### src/rtl/fb_pkg.sv
// Shared types and constants for the framebuffer line fetcher.
// State encoding, frame geometry defaults and bus constants.
package fb_pkg;

  typedef enum logic [1:0] {
    IDLE,
    ISSUE,
    WAIT,
    DONE
  } fb_state_t;

  localparam int H_PIXELS_DEF = 640;
  localparam int V_LINES_DEF  = 480;
  localparam int FRAME_PIXELS = H_PIXELS_DEF * V_LINES_DEF;

  localparam logic [1:0] BE_ALL = 2'b11;

  function automatic int frame_pixels(input int h, input int v);
    return h * v;
  endfunction

endpackage

### src/rtl/fb_pixel_fifo.sv
// Synchronous first-word-fall-through pixel FIFO.
// Head is visible on dout whenever the FIFO is non-empty.
module fb_pixel_fifo
  import fb_pkg::*;
#(
  parameter int DEPTH = 16,
  parameter int WIDTH = 16
) (
  input  logic                         clk,
  input  logic                         rst_n,
  input  logic                         push,
  input  logic                         pop,
  input  logic                         flush,
  input  logic [WIDTH-1:0]             din,
  output logic [WIDTH-1:0]             dout,
  output logic [$clog2(DEPTH+1)-1:0]   count,
  output logic                         empty
);

  localparam int AW = $clog2(DEPTH);
  localparam int CW = $clog2(DEPTH+1);

  logic [WIDTH-1:0] mem [DEPTH];
  logic [AW-1:0]    wr_ptr;
  logic [AW-1:0]    rd_ptr;
  logic [CW-1:0]    cnt;
  logic             do_push;
  logic             do_pop;

  assign empty   = (cnt == '0);
  assign count   = cnt;
  assign do_pop  = pop & ~empty & ~flush;
  assign do_push = push & ~flush &
                   ((cnt != CW'(DEPTH)) | do_pop);
  assign dout    = empty ? '0 : mem[rd_ptr];

  // Storage array; only written on an accepted push.
  always_ff @(posedge clk) begin
    if (do_push) begin
      mem[wr_ptr] <= din;
    end
  end

  // Pointers and occupancy; flush empties in one cycle.
  always_ff @(posedge clk or negedge rst_n) begin
    if (!rst_n) begin
      wr_ptr <= '0;
      rd_ptr <= '0;
      cnt    <= '0;
    end else if (flush) begin
      wr_ptr <= '0;
      rd_ptr <= '0;
      cnt    <= '0;
    end else begin
      if (do_push) begin
        wr_ptr <= wr_ptr + 1'b1;
      end
      if (do_pop) begin
        rd_ptr <= rd_ptr + 1'b1;
      end
      unique case ({do_push, do_pop})
        2'b10:   cnt <= cnt + 1'b1;
        2'b01:   cnt <= cnt - 1'b1;
        default: cnt <= cnt;
      endcase
    end
  end

endmodule

### src/rtl/fb_line_fetcher.sv
// Read-side framebuffer master: sequential pixel reads into a FIFO.
// One outstanding bus read; restarts never abort a bus transaction.
module fb_line_fetcher
  import fb_pkg::*;
#(
  parameter int                ADDR_W     = 27,
  parameter int                DATA_W     = 16,
  parameter logic [ADDR_W-1:0] FB_BASE    = '0,
  parameter int                H_PIXELS   = H_PIXELS_DEF,
  parameter int                V_LINES    = V_LINES_DEF,
  parameter int                FIFO_DEPTH = 16
) (
  input  logic              clk_clk,
  input  logic              reset_reset_n,
  input  logic              frame_start,
  input  logic              pix_ready,
  output logic              pix_valid,
  output logic [DATA_W-1:0] pix_data,
  output logic              underflow,
  output logic              busy,
  output logic [ADDR_W-1:0] bridge_memory_address,
  output logic [1:0]        bridge_memory_byte_enable,
  output logic              bridge_memory_read,
  output logic              bridge_memory_write,
  output logic [DATA_W-1:0] bridge_memory_write_data,
  input  logic              bridge_memory_acknowledge,
  input  logic [DATA_W-1:0] bridge_memory_read_data
);

  localparam int FRAME = frame_pixels(H_PIXELS, V_LINES);
  localparam int IDX_W = $clog2(FRAME+1);
  localparam int CW    = $clog2(FIFO_DEPTH+1);

  fb_state_t         state_q, state_d;
  logic [IDX_W-1:0]  idx_q, idx_d;
  logic [IDX_W-1:0]  idx_inc;
  logic [ADDR_W-1:0] addr_q, addr_d;
  logic              read_q, read_d;
  logic              pend_q, pend_d;
  logic              und_q, und_d;
  logic              push;
  logic              flush;
  logic              pop;
  logic              room;
  logic              ack_hit;
  logic [CW-1:0]     fifo_count;
  logic              fifo_empty;

  assign ack_hit = bridge_memory_acknowledge & read_q;
  assign idx_inc = idx_q + 1'b1;
  assign room    = ({1'b0, fifo_count} + 1'b1) <=
                   (CW+1)'(FIFO_DEPTH);
  assign pop     = pix_ready & ~fifo_empty;

  // Next-state, bus request and restart bookkeeping.
  always_comb begin
    state_d = state_q;
    idx_d   = idx_q;
    addr_d  = addr_q;
    read_d  = read_q;
    pend_d  = pend_q;
    push    = 1'b0;
    flush   = 1'b0;
    und_d   = und_q | (pix_ready & fifo_empty);
    if (frame_start) begin
      und_d = 1'b0;
    end
    unique case (state_q)
      IDLE, DONE: begin
        if (frame_start) begin
          flush   = 1'b1;
          idx_d   = '0;
          state_d = ISSUE;
        end
      end
      ISSUE: begin
        if (frame_start) begin
          flush = 1'b1;
          idx_d = '0;
        end else if (room) begin
          read_d  = 1'b1;
          addr_d  = FB_BASE + (ADDR_W'(idx_q) << 1);
          state_d = WAIT;
        end
      end
      WAIT: begin
        if (ack_hit) begin
          read_d = 1'b0;
          pend_d = 1'b0;
          if (pend_q | frame_start) begin
            flush   = 1'b1;
            idx_d   = '0;
            state_d = ISSUE;
          end else begin
            push    = 1'b1;
            idx_d   = idx_inc;
            state_d = (idx_inc == IDX_W'(FRAME)) ? DONE : ISSUE;
          end
        end else if (frame_start) begin
          pend_d = 1'b1;
        end
      end
      default: begin
        state_d = IDLE;
        read_d  = 1'b0;
      end
    endcase
  end

  // State, pixel index and bus registers.
  always_ff @(posedge clk_clk or negedge reset_reset_n) begin
    if (!reset_reset_n) begin
      state_q <= IDLE;
      idx_q   <= '0;
      addr_q  <= '0;
      read_q  <= 1'b0;
      pend_q  <= 1'b0;
      und_q   <= 1'b0;
    end else begin
      state_q <= state_d;
      idx_q   <= idx_d;
      addr_q  <= addr_d;
      read_q  <= read_d;
      pend_q  <= pend_d;
      und_q   <= und_d;
    end
  end

  fb_pixel_fifo #(
    .DEPTH (FIFO_DEPTH),
    .WIDTH (DATA_W)
  ) u_fifo (
    .clk   (clk_clk),
    .rst_n (reset_reset_n),
    .push  (push),
    .pop   (pop),
    .flush (flush),
    .din   (bridge_memory_read_data),
    .dout  (pix_data),
    .count (fifo_count),
    .empty (fifo_empty)
  );

  assign pix_valid                 = ~fifo_empty;
  assign underflow                 = und_q;
  assign busy                      = (state_q == ISSUE) |
                                     (state_q == WAIT);
  assign bridge_memory_address     = addr_q;
  assign bridge_memory_read        = read_q;
  assign bridge_memory_byte_enable = read_q ? BE_ALL : 2'b00;
  assign bridge_memory_write       = 1'b0;
  assign bridge_memory_write_data  = '0;

endmodule

### config.mk
export PLATFORM = sky130hd
export DESIGN_NAME = fb_line_fetcher
export DESIGN_NICKNAME = d
export VERILOG_FILES = /design/src/rtl/fb_pkg.sv /design/src/rtl/fb_pixel_fifo.sv /design/src/rtl/fb_line_fetcher.sv
export SDC_FILE = /design/constraint.sdc
export NUM_CORES = 1
export LEC_CHECK = 0
export CAP_MARGIN = 20
export CORE_UTILIZATION = 35
export DETAILED_ROUTE_END_ITERATION = 7
export GPL_TIMING_DRIVEN = 0
export PLACE_DENSITY = 0.54
export SLEW_MARGIN = 20
export SYNTH_ARGS = -nofsm -noshare
export SYNTH_HDL_FRONTEND = slang
export SYNTH_SLANG_ARGS = --single-unit
### constraint.sdc
create_clock -name clk_clk -period 6.31 [get_ports clk_clk]
set_input_delay 0.631 -clock clk_clk [delete_from_list [all_inputs] [get_ports clk_clk]]
set_output_delay 0.631 -clock clk_clk [all_outputs]
set_load 0.1 [all_outputs]
======== After elaboration in Yosys (flattened, before gate mapping) ========
Memory sizes are Yosys's and may differ from the RTL's.
Cells that the tools add are included.
storage, ports and cells
  output and inout port bits .............. 66
  bits in registers ....................... 56
  RAM bits ................................ 256
  memories ................................ 1
  word-level logic and storage cells ...... 92
operators by class
  $lt $le $gt $ge ......................... 1
  equal/unequal tests ..................... 12
  bitwise gates (word level) .............. 14
  $add $sub $neg .......................... 6
  multiplexer cells ....................... 35
  reductions and logical operators ........ 14
memory list
  name        words  bits a word  read ports  clocked after memory_dff  wr ports  RTL line             text
  u_fifo.mem  16     16           1           0                         1         fb_pixel_fifo.sv:23  logic [WIDTH-1:0] mem [DEPTH];
operators with widths
  cell                     number
  $mux W19                 3
  $pmux W19 S2             1
  $add A19 B1 Y19 const B  1
  $eq A19 B19 Y1 const B   1
  $mux W16                 1
  $mux W4                  4
  $mux W1                  14
  $mux W2                  7
  $pmux W5 S2              1
  $add A4 B1 Y4 const B    2
  $ne A2 B2 Y1 const B     4
  $reduce_and A4 Y1        2
  $reduce_bool A2 Y1       4
  $and A1 B1 Y1            7
  $add A5 B1 Y6 const B    1
  $eq A2 B2 Y1 const B     3
  $le A6 B5 Y1 const B     1
  $pmux W2 S3              1
  $add A5 B1 Y5 const B    1
  $logic_not A5 Y1         1
  $mux W5                  1
  $ne A5 B5 Y1 const B     1
  $sub A5 B1 Y5 const B    1
  $eq A2 B1 Y1 const B     2
  other kinds (10)         17

======== Logic depth before layout (Yosys ltp) ========
Gate-level depths: netlist (run 1).
  depth in word-level cells ............... 11
  gate-level depth with buffers ........... 13

======== Cells and area by module ========
From an unflattened synthesis (run 1), not the netlist that was laid out.
unflattened totals
  cell total of the unflattened synthesis .. 783
  area total of the unflattened synthesis .. 13,314.0 sq um
modules (own cells, without submodules)
  module           seq. area each (sq um)  area each (sq um)  instances  cells an instance
  fb_pixel_fifo    8,012.7                 10,844.2           1          535
  fb_line_fetcher  1,076.0                 2,469.9            1          248

======== Least setup slack after synthesis (run 1) ========
No wires, ideal clock.
  kind .................................... reg-to-output
  start point ............................. reg u_fifo.rd_ptr[0]
  end point ............................... out pix_data[10]
  slack ................................... 2.013 ns
  required time ........................... 5.679 ns
  data arrival time ....................... 3.666 ns
  path buffers ............................ 3
  stages on the path, launching flop included .. 8
  cells stage by stage .................... dfrtp_1 buf_2 buf_2 buf_2 mux2i_1 o221ai_1 o22ai_1 a211oi_1
between the ends
  longest elaborated chain between the ends .. 2
RTL lines
  what                    RTL line               text
  start, declared         fb_pixel_fifo.sv:25    logic [AW-1:0] rd_ptr;
  start signal, assigned  fb_pixel_fifo.sv:59    rd_ptr <= rd_ptr + 1'b1;
  $mem_v2 Z16 W16         --
  $mux W16                fb_pixel_fifo.sv:35    assign dout = empty ? '0 : mem[rd_ptr];
  end, declared           fb_line_fetcher.sv:18  output logic [DATA_W-1:0] pix_data,
Every way passes these cells.

======== Worst setup path after layout (run 1) ========
  start point ............................. reg u_fifo.rd_ptr[3]
  end point ............................... out pix_data[13]
The elaborated chain is that of the path after synthesis.

==> results of run 1 <==
==> routing by layer <==
layer	track usage (%)	vias up	wire length, µm
li1	-	3477	-
met1	22.2	3774	13800
met2	26.7	180	14700
met3	2.73	41	1510
met4	4.20	0	619
met5	0	-	0
==> kinds of logic (layout without fill, tap and decap cells) <==
group                    Yosys count  after routing
flip-flops                       312            312
AND/OR/NAND/NOR                  141            141
AO/OA/AOI/OAI                    133            133
multiplexers                     119            119
buffers and inverters             86            222
XOR/XNOR                          17             17
adder cells (fa/ha/maj)           15             15
other                              1             26
==> path summary, 6_finish.rpt <==
kind	end	slack [ps]
worst max-delay path	pix_data[13]	1300
worst min-delay path	underflow$_DFF_PN0_	380
worst max register to register	u_fifo.count[4]$_DFFE_PN0P_	2660
worst min register to register	underflow$_DFF_PN0_	490
max in group asynchronous	u_fifo.rd_ptr[3]$_DFFE_PN0P_	5390
min in group asynchronous	bridge_memory_address[11]$_DFFE_PN0P_	450
==> power by group through the flow <==
stage               logic, W  clock network, W  registers (W)
global placement     0.00181                 0        0.00235
global route         0.00189           0.00197        0.00231
floorplan            0.00132                 0        0.00238
finish               0.00180           0.00185        0.00231
detailed placement   0.00181                 0        0.00235
CTS                  0.00182           0.00189        0.00231
==> synthesized netlist by cell type, drive strengths merged, types with 2 or more instances <==
cell / n / area (µm²)
nand4: 10 / 62.6
o41ai: 2 / 17.5
nor3: 7 / 35.0
or3: 2 / 12.5
xnor2: 9 / 78.8
nand2: 37 / 149
nand2b: 2 / 12.5
and4: 4 / 35.0
nand3: 16 / 80.1
mux4: 32 / 721
a31oi: 2 / 27.5
a211oi: 17 / 140
nor3b: 4 / 35.0
buf: 44 / 292
edfxtp: 256 / 7690
o31ai: 9 / 67.6
mux2: 23 / 259
o221ai: 32 / 280
mux2i: 64 / 641
dfrtp: 56 / 1400
o21ai: 28 / 140
a21o: 2 / 15.0
and3: 5 / 31.3
clkbuf: 30 / 113
o22ai: 18 / 113
xor2: 8 / 70.1
nor2b: 6 / 37.5
a21oi: 14 / 70.1
a41oi: 2 / 17.5
inv: 11 / 43.8
nor2: 33 / 143
and2: 8 / 50.1
ha: 14 / 175
==> layout make-up <==
type	instances	area (µm²)
inverter	12	47.5
buffer	74	404
multi-input combinational	450	3790
clock buffer	39	901
tap	504	631
timing repair buffer	75	774
fill	3317	21100
sequential	312	9090
antenna	1	2.50
clock inverter	22	150
==> what timing repair did <==
| action | in CTS | in global routing |
|---|---|---|
| endpoints found under the setup margin | 0 | 0 |
| hold endpoints to repair | 2 | 0 |
| hold buffers | 1 | 0 |
| resized for setup | 0 | 0 |
==> flip-flops by register name (all words and copies together), names as in the netlist, 2 cells and up <==
name	count
u_fifo.rd_ptr	4
u_fifo.count	5
idx_q	19
state_q	2
u_fifo.wr_ptr	4
u_fifo.mem	256
bridge_memory_address	19
==> metrics by stage <==
step                      total power [W]  std cells  cell area [µm²]  utilization, %
after detailed placement          0.00416       1425            14700            39.9
after floorplan                   0.00370        848            13300               -
after global placement            0.00415       1412            14500            39.4
after CTS                         0.00602       1487            15800            42.8
final                             0.00596       1489            15800            42.8
after global routing              0.00617       1489            15800            42.8
==> out/results.ini, run 1 <==
[run_status]
status=finished clean

[synthesis]
ys_seq_area_share_pct=68.8
synthSimpleGateAreaFrac_pct=5.73
synth.distinct_cells=63
muxShareOfSynthArea_pct=12.3
syn_area_mm2=0.0132
synth_compound_area_share_pct=7.17
ys_async_sr_fraction_pct=17.9
ys_warn_count=0
synth_top_family_by_area=multiplexers
synth-seq-cells=312
synthAdderAreaFrac_pct=1.48
synth.avg_cell_area_um2=16.0
synth_flop_cell=edfxtp_1
syn_inst=824
synth-xor-area-share_pct=1.13
synth_edf_count=256

[routing]
vias=7472
via_per_inst=5.02
wirelength_um=30700
drt_iter0_markers=530
first_pass_iters=5
wl_per_cell_um=20.6
drc=0
postRouteAntennaNets=0

[flow_run]
max-cap-violations=0

[floorplanning]
std_cell_rows=70
die_h_um=196
die_width_um=196
ioPinCount=87
initial_core_util_pct=35.8
die_area_mm2=0.0385
placeableCoreArea_mm2=0.0369

[global_routing]
grt_pass1_vias=7493
grt_antenna_before_repair=1
grt_pass1_wl_um=46500
grt-ovfl-total=0
grt_max_degree=55
grtUsageTotal_pct=16.2

[worst_setup_path]
crit_arrival_ps=4380
slowest_stage=clkdlybuf4s50_1
cp_top_family=buffers and inverters
setup.worst_path.start=u_fifo.rd_ptr[3]$_DFFE_PN0P_
worst-path-buf-inv=4
crit_path_start_kind=flop
cp_data_required_time_ps=5680
endpoint_kind=primary output
r2r_cells=13
path_depth=7
crit_chain=clkbuf_1 > clkinv_1 > clkbuf_1 > o221ai_1 > nand2_1 > a211oi_1 > clkdlybuf4s50_1
cp_max_fo=10
cp_common_cell=clkbuf_1
slowest_delay_ps=1250
rr_startpoint=state_q[0]$_DFFE_PN0P_
path_class=reg -> out

[cts]
clk_latency_ps=530
root_buffer=clkbuf_16
post-cts-setup-buffers=0
clockBufferDepth=3
clk_pin_slew_worst_paths_ps=60
cts_tree=built
cts_buffers=34
cts.sinks=312
htreeDepth=2

[timing]
final.period_utilization_pct=79.3
slew_headroom_pct=26.4
max_clock_freq_mhz=200
finalSetupViolCount=0
holdWs_ps=384
finalHoldViolCount=0
tightest_slew_ps=1100
drv_slew=0
rsz0062_at_grt=no
worst_slack_ps=1300
fin_tns_setup_ps=0
post-route-min-period_ps=5010
clock_skew_ps=22.8

[power]
clkPwrFrac_pct=31.1
combPwrFrac_pct=30.2
powerDensity_mw_per_mm2=377
power.share.switching_pct=35.7
intPower_w=0.00383
pwr-share-seq_pct=38.7
p_sw_w=0.00213
ir_drop_v=0.000238
p_leak_nw=5.43

[place]
globalplace.congestion=0.820
pre_cts_slack_ps=1780
port_buffers=60
hpwl_um=20200

[hold_path]
hold_path.class=in -> reg
min_delay_path_depth=2
min_from=frame_start

[finish]
area_delta_synth_final_pct=19.5
num-nets-final=995
mostFrequentLayoutCells=edfxtp_1 (256), mux2i_1 (64), clkdlybuf4s50_1 (59), dfrtp_1 (56)
final_common_cell=edfxtp_1
drive_gt1_share_pct=17.9

Note: power is estimated with default switching activity, not from simulation.
==> run 2, diff against run 1 <==
--- a/config.mk
+++ b/config.mk
@@ -9,7 +9,7 @@
 export CORE_UTILIZATION = 35
 export DETAILED_ROUTE_END_ITERATION = 7
 export GPL_TIMING_DRIVEN = 0
-export PLACE_DENSITY = 0.54
+export PLACE_DENSITY = 0.56
 export SLEW_MARGIN = 20
 export SYNTH_ARGS = -nofsm -noshare
 export SYNTH_HDL_FRONTEND = slang
==> constraint.sdc (replaced) <==
create_clock -name clk_clk -period 4 [get_ports clk_clk]
set_input_delay 0.4 -clock clk_clk [delete_from_list [all_inputs] [get_ports clk_clk]]
set_output_delay 0.4 -clock clk_clk [all_outputs]
set_load 0.1 [all_outputs]
==> run 2 against run 1 <==
Compared with the run above: non-clock buffer count is 2 lower; cell count is 0.13% lower; utilization is 0.051 points lower; critical path depth stayed put; sequential share of layout area is 0.068 points higher; via count is 0.50% lower; critical endpoint is now pix_data[6]; largest power group unchanged.
==> out/results.ini, run 2 (synthesis gave the netlist of run 1 again) <==
[global_routing]
grtUsageTotal_pct=15.6  ; -0.60 points
grt-ovfl-total=0  ; unchanged
grt_pass1_wl_um=45600  ; -2.0%
grt_pass1_vias=7428  ; -0.87%
busiest_layer=met2
grt_max_degree=35  ; -36%
met2_usage_pct=25.1  ; -1.7 points
grt_antenna_before_repair=0  ; -1
grt_util_met3_pct=2.70  ; -0.034 points
grt.met1_usage_pct=21.9  ; -0.37 points

[routing]
wirelength_um=29100  ; -5.3%
wl_per_cell_um=19.6  ; -5.1%
first_pass_iters=5  ; unchanged
vias=7435  ; -0.50%
via_per_inst=5.00  ; -0.36%
postRouteAntennaNets=0  ; unchanged
drc=0  ; unchanged
drt_iter0_markers=601  ; +13%

[floorplanning]
placeableCoreArea_mm2=0.0369  ; unchanged
ioPinCount=87  ; unchanged
die_width_um=196  ; unchanged
initial_core_util_pct=35.8  ; unchanged
die_area_mm2=0.0385  ; unchanged
die_h_um=196  ; unchanged
std_cell_rows=70  ; unchanged

[timing]
slew_headroom_pct=34.3  ; +7.9 points
finalHoldViolCount=0  ; unchanged
final.period_utilization_pct=94.8
drv_slew=0  ; unchanged
tightest_slew_ps=982  ; -122 ps
rsz0062_at_grt=no
finalSetupViolCount=0  ; unchanged
clock_skew_ps=13.7  ; -9.15 ps
max_clock_freq_mhz=264
post-route-min-period_ps=3790
fin_tns_setup_ps=0  ; unchanged

[power]
ir_drop_v=0.000349  ; +46%
intPower_w=0.00611  ; +60%
clkPwrFrac_pct=31.9  ; +0.8 points
p_leak_nw=5.44  ; +0.27%
pwr-share-seq_pct=38.6  ; about the same
powerDensity_mw_per_mm2=598  ; +59%
power_w=0.00943  ; +58%
p_sw_w=0.00332  ; +56%
combPwrFrac_pct=29.5  ; -0.7 points
power.share.switching_pct=35.2  ; -0.53 points

[hold_path]
hold_path.class=in -> reg
min_from=frame_start

[worst_setup_path]
crit_arrival_ps=3390  ; -990 ps
rr_startpoint=state_q[0]$_DFFE_PN0P_
cp_max_fo=10  ; unchanged
setup.worst_path.start=u_fifo.rd_ptr[1]$_DFFE_PN0P_
cp_data_required_time_ps=3600  ; -2080 ps
endpoint_kind=primary output
path_class=reg -> out
crit_path_start_kind=flop

[finish]
largest_register=u_fifo.mem
area_delta_synth_final_pct=19.4
mostFrequentLayoutCells=edfxtp_1 (256), mux2i_1 (64), dfrtp_1 (56), clkdlybuf4s50_1 (43), buf_4 (39)
drive_gt1_share_pct=20.0  ; +2.2 points
num-nets-final=993  ; -0.20%
largest_reg_flops=256  ; unchanged
fill_cells=3310  ; -0.21%
n_antenna_cell=0  ; -1
final_common_cell=edfxtp_1

[place]
hpwl_um=19900  ; -1.9%
port_buffers=60  ; unchanged
globalplace.congestion=0.815  ; -0.62%

[cts]
htreeDepth=2  ; unchanged
clockBufferDepth=3  ; unchanged
cts.sinks=312  ; unchanged
cts_buffers=34  ; unchanged
clk_pin_slew_worst_paths_ps=70  ; about the same
root_buffer=clkbuf_16
cts_tree=built
post-cts-setup-buffers=0  ; unchanged
clk_latency_ps=520  ; about the same

[run_status]
status=finished clean

[flow_run]
max-cap-violations=0  ; unchanged

run 2: cell count changes in the layout (fill, tap and decap cells not counted), sizes merged:
| cell | change |
|---|---|
| clkdlybuf4s15 | +5 |
| clkinvlp | -1 |
| bufinv | +2 |
| buf | +7 |
| clkdlybuf4s50 | -16 |
| clkinv | -6 |
| clkbuf | +5 |
| inv | +3 |
| diode | -1 |
run 2: layout make-up:
cell class	instances	area, µm²	share of cell area (%)
inverters	12	47.5	0.301
clock buffers	42	902	5.72
multi-input cells	450	3840	24.4
flip-flops and latches	312	9090	57.6
repair buffers	74	697	4.42
plain buffers	73	403	2.55
clock inverters	20	163	1.03
well taps	504	631	4.00
run 2: power groups by stage:
stage               clock network (W)  registers (W)  logic (W)
finish                        0.00301        0.00364    0.00279
global route                  0.00320        0.00365    0.00294
CTS                           0.00308        0.00364    0.00283
detailed placement                  0        0.00371    0.00287
global placement                    0        0.00370    0.00285
floorplan                           0        0.00375    0.00212
run 2: metal layers:
metal | vias up | wire [µm] | share of wire [%]
met5 | - | 0 | 0
met4 | 0 | 514 | 1.8
met3 | 33 | 1400 | 4.8
met2 | 170 | 13900 | 48
met1 | 3771 | 13300 | 46
li1 | 3461 | - | -
run 2: repair_timing:
action	in CTS	in global routing
resized for setup	68	14
gates cloned	0	0
hold buffers	1	0
setup endpoints to repair	16	10
hold endpoints to repair	22	0
run 2: worst max-delay path, stage by stage (launching register included):
cell and delay (ps):
dfrtp_1 340, clkbuf_1 400, nand2_1 290, clkbuf_1 340, o221ai_1 430, o22ai_1 150, a211oi_2 320, clkdlybuf4s15_2 610
run 2: stage by stage:
| step | cell area (µm²) | hold slack, ps | utilization [%] | instances | setup WS, ps |
|---|---|---|---|---|---|
| 2_1_floorplan | 13400 | 104 | - | 848 | -65.5 |
| 5_1_grt | 15800 | 151 | 42.8 | 1487 | 39.9 |
| 3_3_place_gp | 14600 | 479 | 39.6 | 1412 | -521 |
| 6_report | 15800 | 136 | 42.8 | 1487 | 210 |
| 4_1_cts | 15800 | 118 | 42.9 | 1488 | 6.21 |
| 3_5_place_dp | 14700 | 323 | 40.0 | 1425 | -195 |
run 2: path summary, 6_finish.rpt:
check | end | cells past startpoint | slack (ps)
min in group asynchronous | bridge_memory_address[14]$_DFFE_PN0P_ | 2 | 320
hold / removal | underflow$_DFF_PN0_ | 2 | 140
max in group asynchronous | u_fifo.rd_ptr[3]$_DFFE_PN0P_ | 3 | 3190
setup reg to reg | u_fifo.count[4]$_DFFE_PN0P_ | 13 | 530
hold reg to reg | underflow$_DFF_PN0_ | 2 | 510
setup / recovery | pix_data[6] | 7 | 210
